$ cat src/rtl/fifo_bus_pkg.sv
// Shared types and defaults for the FIFO-to-bus transmit slice.
package fifo_bus_pkg;

    typedef enum logic [1:0] {
        IDLE    = 2'd0,
        REQ     = 2'd1,
        SEND    = 2'd2,
        BACKOFF = 2'd3
    } tx_state_t;

    localparam int DEF_WIDTH    = 16;
    localparam int DEF_ID_W     = 4;
    localparam int DEF_WAIT_MAX = 15;

    function automatic logic [DEF_ID_W-1:0] dest_of(input logic [DEF_WIDTH-1:0] word);
        return word[DEF_WIDTH-1 -: DEF_ID_W];
    endfunction

endpackage

$ cat src/rtl/fifo_tx_hold.sv
// One-entry holding register for the word currently owned by the transmitter.
module fifo_tx_hold #(
    parameter int WIDTH = 16
) (
    input  logic             clk,
    input  logic             rst_n,
    input  logic             load,
    input  logic             clear,
    input  logic [WIDTH-1:0] din,
    output logic [WIDTH-1:0] dout
);

    always_ff @(posedge clk or negedge rst_n) begin
        if (!rst_n) begin
            dout <= '0;
        end else if (load) begin
            dout <= din;
        end else if (clear) begin
            dout <= '0;
        end
    end

endmodule

$ cat src/rtl/fifo_bus_tx.sv
// Drains an upstream fall-through FIFO onto the shared bus via req/gnt, one beat per word.
// Optional grant timeout with backoff is enabled by defining BUS_TIMEOUT_EN.
module fifo_bus_tx
    import fifo_bus_pkg::*;
#(
    parameter int WIDTH    = DEF_WIDTH,
    parameter int ID_W     = DEF_ID_W,
    parameter int WAIT_MAX = DEF_WAIT_MAX
) (
    input  logic             clk,
    input  logic             rst_n,
    input  logic             fifo_empty_i,
    input  logic [WIDTH-1:0] fifo_dato_i,
    output logic             fifo_pop_o,
    output logic             bus_req_o,
    input  logic             bus_gnt_i,
    output logic             bus_valid_o,
    output logic [WIDTH-1:0] bus_data_o,
    output logic [ID_W-1:0]  bus_dest_o,
    output logic             busy_o,
    output logic [15:0]      tx_count_o,
    output logic             err_o
);

    if (WAIT_MAX < 1 || ID_W >= WIDTH) begin : g_bad_cfg
        $error("fifo_bus_tx: WAIT_MAX must be >= 1 and ID_W < WIDTH");
    end

    tx_state_t        state;
    logic [WIDTH-1:0] hold_q;
    logic             hold_clear;

    // Pop is gated by rst_n so nothing leaves the FIFO while reset is held.
    assign fifo_pop_o = rst_n && (state == IDLE) && !fifo_empty_i;
    assign hold_clear = (state == SEND);
    assign busy_o     = (state != IDLE);
    assign bus_dest_o = bus_data_o[WIDTH-1 -: ID_W];

    fifo_tx_hold #(.WIDTH(WIDTH)) u_hold (
        .clk   (clk),
        .rst_n (rst_n),
        .load  (fifo_pop_o),
        .clear (hold_clear),
        .din   (fifo_dato_i),
        .dout  (hold_q)
    );

`ifdef BUS_TIMEOUT_EN
    localparam int CNT_W = $clog2(WAIT_MAX + 1);
    logic [CNT_W-1:0] wait_cnt;
    logic             err_q;
    assign err_o = err_q;
`else
    assign err_o = 1'b0;
`endif

    always_ff @(posedge clk or negedge rst_n) begin
        if (!rst_n) begin
            state       <= IDLE;
            bus_req_o   <= 1'b0;
            bus_valid_o <= 1'b0;
            bus_data_o  <= '0;
            tx_count_o  <= '0;
`ifdef BUS_TIMEOUT_EN
            wait_cnt    <= '0;
            err_q       <= 1'b0;
`endif
        end else begin
            case (state)
                IDLE: begin
                    if (!fifo_empty_i) begin
                        state     <= REQ;
                        bus_req_o <= 1'b1;
`ifdef BUS_TIMEOUT_EN
                        wait_cnt  <= '0;
`endif
                    end
                end
                REQ: begin
                    if (bus_gnt_i) begin
                        state       <= SEND;
                        bus_valid_o <= 1'b1;
                        bus_data_o  <= hold_q;
                    end
`ifdef BUS_TIMEOUT_EN
                    // Last ungranted cycle of the wait window: drop req for one cycle, keep the word.
                    else if (wait_cnt == CNT_W'(WAIT_MAX - 1)) begin
                        state     <= BACKOFF;
                        bus_req_o <= 1'b0;
                        err_q     <= 1'b1;
                    end else begin
                        wait_cnt <= wait_cnt + CNT_W'(1);
                    end
`endif
                end
                SEND: begin
                    state       <= IDLE;
                    bus_req_o   <= 1'b0;
                    bus_valid_o <= 1'b0;
                    bus_data_o  <= '0;
                    tx_count_o  <= tx_count_o + 16'd1;
                end
`ifdef BUS_TIMEOUT_EN
                BACKOFF: begin
                    state     <= REQ;
                    bus_req_o <= 1'b1;
                    wait_cnt  <= '0;
                end
`endif
                default: begin
                    state     <= IDLE;
                    bus_req_o <= 1'b0;
                end
            endcase
        end
    end

endmodule

$ cat config.mk
export PLATFORM = sky130hd
export DESIGN_NAME = fifo_bus_tx
export DESIGN_NICKNAME = d
export VERILOG_FILES = /design/src/rtl/fifo_bus_pkg.sv /design/src/rtl/fifo_tx_hold.sv /design/src/rtl/fifo_bus_tx.sv
export SDC_FILE = /design/constraint.sdc
export NUM_CORES = 1
export LEC_CHECK = 0
export BUFFER_PORTS_ARGS = -buffer_cell sky130_fd_sc_hd__buf_2
export CORE_MARGIN = 2
export CORE_UTILIZATION = 35
export CTS_CLUSTER_DIAMETER = 120
export DETAILED_ROUTE_END_ITERATION = 8
export PLACE_DENSITY = 0.66
export RECOVER_POWER = 25
export SYNTH_ARGS = -nofsm -noshare
export SYNTH_HDL_FRONTEND = slang
export SYNTH_SLANG_ARGS = --single-unit
$ cat constraint.sdc
create_clock -name clk -period 1.5 [get_ports clk]
set_input_delay 0.075 -clock clk [delete_from_list [all_inputs] [get_ports clk]]
set_output_delay 0.075 -clock clk [all_outputs]
set_load 0.03 [all_outputs]
==> results.md <==
- Result of the run: completed
- Crit-path max cell delay: between 0.4 and 0.5 ns
- Per-instance average area after synthesis: about 10 sq um
- Final GP Congestion: 0.716
- Logic pwr share: 0.356
- Clock tree root buffer cell: sky130_fd_sc_hd__clkbuf_8
- Vertical die dimension: between 80 and 90 microns
- Die outline area: between 6000 and 7000 sq um
- Iteration-0 DRC count of the detailed router: 81
- Sequential-to-total area share from yosys stat: 0.592
- Site Rows: 28
- Port Buffer Count: 59
- Total negative setup slack: 0 ns
- Final standard cell utilization of the core: 0.480
- RSZ-0062 raised after global routing: true
- Power density over the cells: 1570 nW/um^2
- Reg-to-reg critical path startpoint: state[1]
- Final Hold Violating Endpoints: 0
- Count of inserted antenna diode cells: 0
- Switching power: around 1.8 mW
- First-pass GRT wire length: 7840 microns
- Overall routed net length: around 4700 microns
- Worst-skew pair later-pin latency: around 0.30 ns
- Area contributors post-synth: sky130_fd_sc_hd__dfrtp_1 59%, sky130_fd_sc_hd__nand2_1 13%, sky130_fd_sc_hd__nand3_1 5.0%
- Type of element capturing the critical path: primary output
- Switching part of the total power: 0.391
- Die Span X: between 80 and 90 microns
- Worst-case clock skew: about 0.0032 ns
- H-tree lvl count: 2
- Number of antenna violations at the first check in global routing: 0
- Critical setup path kind: flop to primary output
- Portion of the clock cycle consumed by the worst path in the final layout: 0.981
- Synth Register Bits: 52
- Placeable core region: 5990 sq um
- Net total in the final layout: 323
- Wire length per cell: roughly 12 microns
- Post-Synthesis Cells: between 200 and 250
- Initial Util: 0.367
- Startpoint of the worst setup timing path: state[1]
- HPWL after detailed placement: about 3100 microns
- Commonest cells after routing, fill and taps aside: 77 x sky130_fd_sc_hd__nand2_1, 58 x sky130_fd_sc_hd__buf_2, 48 x sky130_fd_sc_hd__dfrtp_1
- GRT Overall Usage: 0.140
- Net count after synthesis: approximately 240
- Worst Hold Slack: 0.0176 ns
- Clock tree from TritonCTS: yes
- Period minus WS final: roughly 1.5 ns
- Fraction of final layout cells with drive strength greater than 1: 0.304
- Count of antenna-violating nets left after detailed routing: 0
- Number of endpoints failing setup at the final stage: 0
- CP Launch Type: flop
- Max frequency: 680 MHz
- CTS Sinks: 52
- Vias in the first global route: 1647
- Internal power component: 2.76 mW
- Part of the power in the clock network: 0.179
- Data required time at the worst endpoint: about 1.4 ns
- Most frequent standard cell in the layout excluding fill and tap cells: sky130_fd_sc_hd__nand2_1
- Num CTS Buffers: 5
- Total I/O pin count: 61
- Post-Synthesis Cell Area: 2200 sq um
- Global route total overflow: 0
- Number of search-and-repair iterations in the first detailed-routing pass: 4
- Leakage power: roughly 1.5 nW
- Vias/cell: approximately 4.6
- Clock-pin slew on the worst setup and hold paths: around 0.09 ns
- Yosys warns: 0
- Max Cap Viol: 0
- Pin count of the biggest net entering global routing: 53
- Max IR drop VDD: 0.000640 V
- Slowest cell on the critical path: sky130_fd_sc_hd__dfrtp_2
- Number of pins with negative max-slew slack in the final report: 0
- Count of distinct cell types in the synthesized netlist: 26
- Headroom to the max-slew limit: 0.577
- Sequential group share of total power: 0.465
- Hold wc startpoint: fifo_dato_i[14]
- Kind of path behind the tightest hold check: input port to flop
- Number of remaining DRC errors: 0
- Number of vias in the routed layout: between 1500 and 2000
- Highest net fanout along the worst path: 2
- Slew @ Worst Pin: 0.634 ns
- Worst path arrival time: ~1.4 ns
- Area fraction of the dominant cell type after synthesis: 0.592
- Signed area change from the synthesized netlist to the final layout: 30.7%
- Cell taking the most area after synthesis: sky130_fd_sc_hd__dfrtp_1
- Clock Path Buffers: 2
- Chain of cells forming the critical path: nor4b_4 -> buf_12 -> buf_4
==> worst max-delay path, delay by kind of cell (launching register included) <==
kind	cells	cell delay (ns)
buffers and inverters	2	0.30
flip-flops	1	0.43
AND/OR/NAND/NOR	1	0.37
==> per-layer routing <==
layer | wire [microns] | part of all wire | up-vias | GRT usage
met5 | 0 | 0 | - | 0
met4 | 42 | 0.0089 | 0 | 0.0447
met3 | 241 | 0.051 | 5 | 0.0328
met2 | 2160 | 0.46 | 51 | 0.215
met1 | 2250 | 0.48 | 816 | 0.196
li1 | - | - | 870 | -
==> flip-flops by register name, indices dropped and copies added (netlist names) <==
name / cells
u_hold.dout: 16
tx_count_o: 16
bus_data_o: 16
bus_req_o: 1
state: 2
bus_valid_o: 1
==> power groups by stage <==
stage          Combinational [mW]  Clock (mW)  Sequential [mW]
2_1_floorplan               0.775           0             2.46
6_report                     1.61       0.809             2.11
3_3_place_gp                 1.51           0             2.12
5_1_grt                      1.77       0.894             2.16
3_5_place_dp                 1.54           0             2.14
4_1_cts                      1.65       0.847             2.11
==> logic make-up (layout without fill, tap and decap cells) <==
group,after synthesis,after routing,synth area share
DFF,52,52,0.592
and+or+nand+nor,119,119,0.253
other,1,1,0.00171
buffers and inverters,16,98,0.0478
adders and majority gates,1,1,0.00569
xor gates and xnor gates,15,15,0.0598
AOI/OAI and AO/OA,17,17,0.0398
==> what timing repair did <==
action,CTS,global route
buffers inserted,3,1
cloned,1,0
pin swaps,1,0
endpoints found under the setup margin,1,14
resized for setup,2,3
hold buffers,17,0
endpoints found under the hold margin,68,0
==> final cells by class <==
cell class | instances | area, sq um
multi-input combinational | 153 | 795
fill | 574 | 3120
inverter | 1 | 3.75
clock buffer | 6 | 82.6
tap | 75 | 93.8
clock inverter | 2 | 10.0
timing repair buffer | 89 | 582
sequential | 52 | 1310
==> synth_stat cells <==
library cell,instances
sky130_fd_sc_hd__a211oi_1,1
sky130_fd_sc_hd__and3_1,1
sky130_fd_sc_hd__buf_2,5
sky130_fd_sc_hd__buf_4,8
sky130_fd_sc_hd__buf_6,1
sky130_fd_sc_hd__clkbuf_2,1
sky130_fd_sc_hd__conb_1,1
sky130_fd_sc_hd__dfrtp_1,52
sky130_fd_sc_hd__ha_1,1
sky130_fd_sc_hd__inv_2,1
sky130_fd_sc_hd__nand2_1,77
sky130_fd_sc_hd__nand2b_4,1
sky130_fd_sc_hd__nand3_1,22
sky130_fd_sc_hd__nand3b_2,1
sky130_fd_sc_hd__nand4_1,4
sky130_fd_sc_hd__nor2_1,6
sky130_fd_sc_hd__nor2b_1,2
sky130_fd_sc_hd__nor3_1,1
sky130_fd_sc_hd__nor3_2,1
sky130_fd_sc_hd__nor4_4,1
sky130_fd_sc_hd__nor4b_4,1
sky130_fd_sc_hd__o21ai_0,14
sky130_fd_sc_hd__o21ai_1,2
sky130_fd_sc_hd__or2_2,1
sky130_fd_sc_hd__xnor2_1,12
sky130_fd_sc_hd__xor2_1,3
==> stage by stage <==
stage | power [mW] | std cells | setup slack (ns) | cell area (sq um)
after CTS | 4.60 | 378 | 0.0203 | 2890
after global placement | 3.63 | 349 | 0.182 | 2570
final | 4.52 | 378 | 0.0287 | 2870
after global routing | 4.83 | 378 | -0.0278 | 2870
after detailed placement | 3.68 | 349 | 0.122 | 2570
after floorplan | 3.23 | 221 | 0.0382 | 2200
==> path summary, 6_finish.rpt <==
kind	depth (start not counted)	slack [ns]	endpoint
hold / removal	3	0.02	u_hold.dout[14]
min in group asynchronous	3	0.44	tx_count_o[3]
hold reg to reg	2	0.47	bus_data_o[9]
max in group asynchronous	3	0.62	state[0]
setup reg to reg	4	0.12	u_hold.dout[10]
setup / recovery	3	0.03	fifo_pop_o
No activity file was read; power rests on OpenSTA's default activity.
